## src/rtl/frv_timer_bank.sv

```systemverilog
// Multi-channel machine timer: one shared prescaled 64-bit mtime feeding NCH
// compare channels (one-shot or periodic) with sticky W1C pending bits on MMIO.

module frv_timer_chan #(
    parameter logic [63:0] CMP_RESET = 64'hFFFF_FFFF_FFFF_FFFF
) (
    input  logic        g_clk,
    input  logic        g_reset,
    input  logic [63:0] mtime,
    input  logic [31:0] wdata,
    input  logic        cmp_lo_we,
    input  logic        cmp_hi_we,
    input  logic        ctrl_we,
    input  logic        period_we,
    input  logic        w1c,
    output logic [63:0] cmp,
    output logic [31:0] period,
    output logic        en,
    output logic        periodic,
    output logic        pending
);
    logic match;
    assign match = en && (mtime >= cmp);

    always_ff @(posedge g_clk or posedge g_reset) begin
        if (g_reset) begin
            cmp      <= CMP_RESET;
            period   <= '0;
            en       <= 1'b0;
            periodic <= 1'b0;
            pending  <= 1'b0;
        end else begin
            // software writes take priority over the hardware reload / one-shot clear
            if (cmp_lo_we)
                cmp[31:0] <= wdata;
            else if (cmp_hi_we)
                cmp[63:32] <= wdata;
            else if (match && periodic)
                cmp <= cmp + {32'b0, period};

            if (ctrl_we)
                {periodic, en} <= wdata[1:0];
            else if (match && !periodic)
                en <= 1'b0;

            if (period_we)
                period <= wdata;

            pending <= match | (pending & ~w1c);
        end
    end
endmodule

module frv_timer_bank #(
    parameter int          NCH            = 4,
    parameter int          PRESCALE_W     = 8,
    parameter logic [31:0] MMIO_BASE_ADDR = 32'h0000_1000,
    parameter logic [31:0] MMIO_BASE_MASK = 32'hFFFF_F000,
    parameter logic [63:0] CMP_RESET      = 64'hFFFF_FFFF_FFFF_FFFF
) (
    input  logic           g_clk,
    input  logic           g_reset,
    input  logic           inhibit_tm,
    output logic [63:0]    mtime,
    output logic           timer_interrupt,
    output logic [NCH-1:0] irq_vec,
    input  logic           mmio_en,
    input  logic           mmio_wen,
    input  logic [31:0]    mmio_addr,
    input  logic [31:0]    mmio_wdata,
    output logic [31:0]    mmio_rdata,
    output logic           mmio_error
);
    localparam logic [31:0] CH_END = 32'h10 + 32'(NCH) * 32'h10;

    logic [63:0]           mtime_q;
    logic [PRESCALE_W-1:0] prescale_q, count_q;
    logic [31:0]           off, rd;
    logic [27:0]           ch_idx;
    logic [1:0]            fld;
    logic                  hit, err, acc_wr, tick;
    logic                  wr_lo, wr_hi, wr_pre, wr_stat;

    logic [NCH-1:0][63:0]  cmp;
    logic [NCH-1:0][31:0]  period;
    logic [NCH-1:0]        en, periodic, pending, w1c;
    logic [NCH-1:0]        cmp_lo_we, cmp_hi_we, ctrl_we, period_we;

    assign off     = mmio_addr & ~MMIO_BASE_MASK;
    assign hit     = (mmio_addr & MMIO_BASE_MASK) == (MMIO_BASE_ADDR & MMIO_BASE_MASK);
    assign err     = !hit || (off[1:0] != 2'b00) || (off >= CH_END);
    assign acc_wr  = mmio_en && mmio_wen && !err;
    assign fld     = off[3:2];
    assign ch_idx  = off[31:4] - 28'h1;

    assign wr_lo   = acc_wr && (off == 32'h0);
    assign wr_hi   = acc_wr && (off == 32'h4);
    assign wr_pre  = acc_wr && (off == 32'h8);
    assign wr_stat = acc_wr && (off == 32'hC);
    assign w1c     = wr_stat ? mmio_wdata[NCH-1:0] : '0;

    assign tick    = !inhibit_tm && (count_q == prescale_q);

    genvar k;
    generate
        for (k = 0; k < NCH; k++) begin : g_ch
            logic sel;
            assign sel          = acc_wr && (off >= 32'h10) && (ch_idx == 28'(k));
            assign cmp_lo_we[k] = sel && (fld == 2'd0);
            assign cmp_hi_we[k] = sel && (fld == 2'd1);
            assign ctrl_we[k]   = sel && (fld == 2'd2);
            assign period_we[k] = sel && (fld == 2'd3);

            frv_timer_chan #(.CMP_RESET(CMP_RESET)) u_chan (
                .g_clk     (g_clk),
                .g_reset   (g_reset),
                .mtime     (mtime_q),
                .wdata     (mmio_wdata),
                .cmp_lo_we (cmp_lo_we[k]),
                .cmp_hi_we (cmp_hi_we[k]),
                .ctrl_we   (ctrl_we[k]),
                .period_we (period_we[k]),
                .w1c       (w1c[k]),
                .cmp       (cmp[k]),
                .period    (period[k]),
                .en        (en[k]),
                .periodic  (periodic[k]),
                .pending   (pending[k])
            );
        end
    endgenerate

    always_ff @(posedge g_clk or posedge g_reset) begin
        if (g_reset) begin
            mtime_q    <= '0;
            count_q    <= '0;
            prescale_q <= '0;
        end else begin
            if (wr_pre) begin
                prescale_q <= mmio_wdata[PRESCALE_W-1:0];
                count_q    <= '0;
            end else if (!inhibit_tm) begin
                count_q <= (count_q == prescale_q) ? '0 : count_q + 1'b1;
            end

            // a half write holds the other half rather than letting it tick
            if (wr_lo)
                mtime_q[31:0] <= mmio_wdata;
            else if (wr_hi)
                mtime_q[63:32] <= mmio_wdata;
            else if (tick)
                mtime_q <= mtime_q + 64'd1;
        end
    end

    always_comb begin
        rd = '0;
        if (off < 32'h10) begin
            case (fld)
                2'd0: rd = mtime_q[31:0];
                2'd1: rd = mtime_q[63:32];
                2'd2: rd[PRESCALE_W-1:0] = prescale_q;
                default: rd[NCH-1:0] = pending;
            endcase
        end else begin
            for (int i = 0; i < NCH; i++) begin
                if (ch_idx == 28'(i)) begin
                    case (fld)
                        2'd0: rd = cmp[i][31:0];
                        2'd1: rd = cmp[i][63:32];
                        2'd2: rd[1:0] = {periodic[i], en[i]};
                        default: rd = period[i];
                    endcase
                end
            end
        end
    end

    always_ff @(posedge g_clk or posedge g_reset) begin
        if (g_reset) begin
            mmio_rdata <= '0;
            mmio_error <= 1'b0;
        end else if (mmio_en) begin
            mmio_rdata <= err ? 32'h0 : rd;
            mmio_error <= err;
        end
    end

    assign mtime           = mtime_q;
    assign irq_vec         = pending;
    assign timer_interrupt = |pending;
endmodule
```

## config.mk

```make
export PLATFORM = sky130hd
export DESIGN_NAME = frv_timer_bank
export DESIGN_NICKNAME = d
export VERILOG_FILES = /design/src/rtl/frv_timer_bank.sv
export SDC_FILE = /design/constraint.sdc
export NUM_CORES = 2
export LEC_CHECK = 0
export BUFFER_PORTS_ARGS = -buffer_cell sky130_fd_sc_hd__buf_4
export CAP_MARGIN = 10
export CORE_MARGIN = 3
export CORE_UTILIZATION = 50
export DETAILED_ROUTE_END_ITERATION = 12
export PLACE_DENSITY = 0.67
export SLEW_MARGIN = 40
export SYNTH_ARGS = -nofsm -noshare
export SYNTH_HDL_FRONTEND = slang
export SYNTH_SLANG_ARGS = --single-unit
```

## constraint.sdc

```tcl
create_clock -name g_clk -period 48 [get_ports g_clk]
set_input_delay 7.2 -clock g_clk [delete_from_list [all_inputs] [get_ports g_clk]]
set_output_delay 7.2 -clock g_clk [all_outputs]
set_load 0.02 [all_outputs]
```

# Word level (Yosys, flattened, before mapping)
# Index checks and enable logic that the tools add are counted.
# op_classes
add_sub_neg	7
bitwise	17
eq_ne	17
mux	49
n_reduce_logical	78
magnitude_cmp	7
# ops
op	n
$mux W32	21
$pmux W30 S3	4
$mux W64	5
$add A64 B32 Y64	4
$ge A64 B64 Y1	4
$add A64 B1 Y64 const B	1
$eq A28 B2 Y1 const B	2
$pmux W24 S2	1
$logic_and A1 B1 Y1	40
$logic_not A32 Y1	1
$reduce_bool A2 Y1	15
$eq A28 B1 Y1 const B	1
$logic_not A28 Y1	1
$eq A12 B4 Y1 const B	2
$mux W8	3
$pmux W2 S3	4
$pmux W4 S3	2
$eq A20 B1 Y1 const B	1
$reduce_and A2 Y1	10
$eq A12 B3 Y1 const B	1
$ge A12 B5 Y1 const B	1
$ge A12 B7 Y1 const B	1
$lt A12 B5 Y1 const B	1
$ne A2 B1 Y1 const B	5
other kinds (15)	44
# word_totals
in_bits	69
output_inout_bits	102
register_bits	509
word_cells	205

# Longest topological paths before layout
# logic_depth
depth_word	11
mapped_depth	15
mapped_depth_nobuf	13

# Hierarchy
# Synthesis repeated with hierarchy kept, for this count alone.
# hier_totals
cells_unflattened	5191
area_unflattened_um2	43695.7
# by_module_without_submodules
mod	instances	area_per_inst_um2	seq_area_each_um2	cells_each
frv_timer_chan (g_ch[0].u_chan ...)	3	8262.9	2557.5	951
frv_timer_bank	1	10513.8	2827.7	1340
frv_timer_chan (g_ch[3].u_chan)	1	8393.0	2557.5	998

# Worst setup path after synthesis
# Ideal clock, no wire load.
# synth_timing
kind	in2reg
from	input mmio_en
to	register prescale_q[0]
path_buffers	2
cell_stages	9
required_time_ns	47.875
setup_slack_ns	38.231
arrival_time_ns	9.644
cell_sequence	buf_4 or4b_1 nor4b_2 nor3b_4 nand2_2 or4_4 nor2_4 buf_2 mux2_2
# synth_via
elab_chain_cells	3
# synth_rtl
element	line	source
start: declaration	67	input logic mmio_en,
$logic_and A1 B1 Y1 (2 in a row)	92	assign acc_wr = mmio_en && mmio_wen && !err;
$logic_and A1 B1 Y1	98	assign wr_pre = acc_wr && (off == 32'h8);
end signal: assignment	140	prescale_q <= mmio_wdata[PRESCALE_W-1:0];
end: declaration	77	logic [PRESCALE_W-1:0] prescale_q, count_q;
# Every way passes these cells.
# A chain may end at the register's enable or synchronous reset.

# Final worst setup path
# layout_timing
from	input mmio_addr[10]
to	register g_ch[1].u_chan.cmp[45]
# layout_via
elab_chain_cells	9
# layout_rtl
element	line	source
start: declaration	69	input logic [31:0] mmio_addr,
branches (longest 5 deep; another with $sub A8 B1 Y9)	n/a	
$logic_and A1 B1 Y1 (*)	108	assign sel = acc_wr && (off >= 32'h10) && (ch_idx == 28'(k));
$logic_and A1 B1 Y1 (on tied branches)	110, 109	
$reduce_bool A2 Y1 (no source line) / $not A1 Y1 (equally long branches)	n/a	
$reduce_and A2 Y1 (no source line)	n/a	
end signal: assignment	37	cmp[63:32] <= wdata;
end signal: assignment	39	cmp <= cmp + {32'b0, period};
end: declaration	16	output logic [63:0] cmp,
# Every way passes the cells marked *.

==> run metrics <==
outcome=finished clean; CTS H-tree lvls=3; number of gates resized after CTS=0; Tot Pwr=1.090 mW; maximum number of pins on one net before global-route repair=145; sum of routed wire length over all layers=~210000 um; fillers=between 7000 and 8000; main flop type after synthesis=sky130_fd_sc_hd__dfstp_2; final setup violation count=0; first-pass iteration count of the detailed router=9; number of nets still failing antenna checks after routing=0; antenna violations before repair=30; number of flip-flops and latches in the synthesized netlist=509; Max Slew Vio Count=0; insertion delay of the later-clocked pin in the worst-skew pair=620 ps; standby leakage power=21.84 nW; ys async rst share=100.0%; CP peak stage delay=roughly 760 ps; Routed WL per cell=~32 um; unrepaired setup endpoints after global routing=no; share of final-layout standard cells stronger than drive strength 1=17.72%; Post-CTS Setup Repair Bufs=0; logic depth of the worst register-to-register path=14; clock root buffer=sky130_fd_sc_hd__clkbuf_16; detailed-route via count=44490; Top-Level Pins=about 170; Via density=6.917; number of max-capacitance violations reported=0; height of the chip=297.3 um; cell class contributing the biggest share of worst-path delay=simple AND/OR/NAND/NOR gates; CTS tree=yes; Mapped Nets=5579; wire length of the first global-routing pass=just under 300000 um; Critical-path top delay cell=sky130_fd_sc_hd__nor4_4; # hold bufs at CTS=0; final cycle utilization of the critical path=approximately a quarter; PnR worst setup slack=36700 ps; count of buffers inserted at the top-level ports=170; highest attainable clock frequency=88.53 MHz; Worst Hold Depth=2; summed instance area of the synthesized netlist=0.04242 mm^2; Syn. warnings=0; distinct cell type count after synthesis=102; startpoint types=input pin; most common library cell in the layout ignoring fill and taps=sky130_fd_sc_hd__a21oi_1; worst slew pin tran=1157 ps; WP depth=11; clk sinks=around 510; Worst Setup End Kind=flop; number of violations reported at the end of detailed-routing iteration 0=around 6400; Slew Limit Headroom=22.87%; final layout net count=around 5700; sequential cell area fraction in the yosys report=30.78%; synthesis-to-finish area growth=11.86%; dpl ws=36340 ps; Die Span X=297.3 um; Overall Global Routing Usage=around 45%; post-synthesis average cell area=8.285 um^2; required time worst endpoint=48550 ps; DP Wirelength=146500 um; clock slew at reported path FFs=around 60 ps; clock skew after layout=23.99 ps; most common cell type on the critical path=sky130_fd_sc_hd__nand2_1; sum of negative setup slack=0 ps; initial core utilization=roughly half; die footprint=just under 0.09 mm^2; CTS max path bufs=3; number of enable flip-flop cells after synthesis=0; area inside the core boundary=0.08382 mm^2; min Tclk post-route=11300 ps; arrival time at the worst endpoint=between 10000 and 15000 ps; class of the most critical setup path=in -> reg; worst path bufs/invs=1; Hold Fails Final Rpt=0; total number of placement rows=106; GRT overflow=0; routability-driven placement congestion ratio=approximately 1.1; ordered cell list for the critical path=buf_4 > nor4_4 > nand4_2 > nor4_2 > nand3_1 > nor2_1 > nand2_1 > nand2_1 > or2_1 > nor3_1 > a211o_1; number of remaining DRC errors=0; Crit Path Max Fanout=15; via count of the first global-routing pass=40940; number of buffers added by the clock tree synthesis step=67; maximum vdd drop=between 0.00002 and 0.00003 V; Power per Cell Area=between 20 and 25 mW/mm^2; gate count after technology mapping=5120; top library cells by usage in the layout, fill and taps aside=sky130_fd_sc_hd__a21oi_1 (540), sky130_fd_sc_hd__nand2_1 (439), sky130_fd_sc_hd__nor2_1 (411); worst min-delay path category=reg -> reg
==> cells in the mapped netlist (all sizes together) (72+ instances only) <==
cell	instances	area, um^2
o22ai	119	744.5
xnor2	72	630.6
a21oi	574	2982
o21ai	358	1799
nand4	98	631.9
nor2	424	1624
dfrtp	253	6331
nand3	152	760.7
inv	351	1318
dfstp	256	6726
mux2i	165	1652
ha	386	4830
nand2	446	1677
nor3	138	716.9
mux2	136	1531
a21o	86	645.6
a211oi	116	875.8
clkbuf	206	773.2
==> metrics by stage <==
step | instance area [um^2] | util (%) | instances | hold WS [ps]
after floorplan | 42420 | - | 5120 | 441.8
after global placement | 44990 | 53.68 | 6269 | 467.7
after detailed placement | 45070 | 53.77 | 6270 | 463.1
after CTS | 47290 | 56.42 | 6391 | 471.6
after global routing | 47370 | 56.52 | 6400 | 490.3
final | 47450 | 56.61 | 6432 | 473.9
==> state kept, by name (all words and copies together) (netlist names) <==
signal,flops
mtime,64
mmio_error,1
g_ch.u_chan.period,128
prescale_q,8
g_ch.u_chan.pending,4
g_ch.u_chan.cmp,256
count_q,8
mmio_rdata,32
g_ch.u_chan.en,4
g_ch.u_chan.periodic,4
==> final timing paths <==
path | start | slack, ps | to
min | g_ch[0].u_chan.cmp[63] | 470 | g_ch[0].u_chan.cmp[63]
min in group asynchronous | g_reset | 6670 | g_ch[1].u_chan.period[6]
max in group asynchronous | g_reset | 38740 | g_ch[0].u_chan.period[5]
max reg2reg | mtime[19] | 42720 | g_ch[3].u_chan.cmp[45]
min reg2reg | g_ch[0].u_chan.cmp[63] | 470 | g_ch[0].u_chan.cmp[63]
max | mmio_addr[10] | 36700 | g_ch[1].u_chan.cmp[45]
==> kinds of logic after synthesis <==
| group | share of synthesized area, % |
|---|---|
| flops | 30.78 |
| xor+xnor | 2.932 |
| simple gates | 17.14 |
| buf+inv | 5.755 |
| mux | 8.141 |
| compound gates | 23.67 |
| fa+ha+maj | 11.57 |
==> routing by layer <==
metal / vias to the layer above / track usage, % / part of all wire (%)
met5: - / 1.136 / 0.14
met4: 16 / 37.27 / 9.3
met3: 920 / 19.29 / 15
met2: 3336 / 62.50 / 40
li1: 19040 / - / -
met1: 21180 / 54.77 / 36
==> cell type report <==
type / count / area (um^2) / area share (%)
Timing Repair Buffer: 290 / 2228 / 4.696
Inverter: 352 / 1329 / 2.800
Antenna cell: 37 / 92.59 / 0.1951
Sequential cell: 509 / 13060 / 27.52
Multi-Input combinational cell: 3989 / 27100 / 57.12
Clock inverter: 26 / 287.8 / 0.6065
Clock buffer: 95 / 1934 / 4.076
Tap cell: 1134 / 1419 / 2.990
==> power by group <==
| part | total [mW] | internal, mW | switching (mW) |
|---|---|---|---|
| logic | 0.118 | 0.0298 | 0.0883 |
| clock network | 0.530 | 0.313 | 0.217 |
| registers | 0.442 | 0.433 | 0.00902 |
| total | 1.09 | 0.776 | 0.314 |
==> worst register-to-register path, stage by stage, from the launching register on <==
cell and delay [ps]:
sky130_fd_sc_hd__dfrtp_1 690, sky130_fd_sc_hd__buf_4 480, sky130_fd_sc_hd__ha_1 330, sky130_fd_sc_hd__a21oi_1 140, sky130_fd_sc_hd__o21ai_0 130, sky130_fd_sc_hd__a221oi_1 700
sky130_fd_sc_hd__o221ai_1 240, sky130_fd_sc_hd__o311ai_1 600, sky130_fd_sc_hd__a21oi_1 140, sky130_fd_sc_hd__buf_4 240, sky130_fd_sc_hd__o21ai_4 130, sky130_fd_sc_hd__buf_4 560
sky130_fd_sc_hd__nor2_2 340, sky130_fd_sc_hd__a32o_1 330, sky130_fd_sc_hd__a21o_1 150
Power figures use the tool's default switching activity.
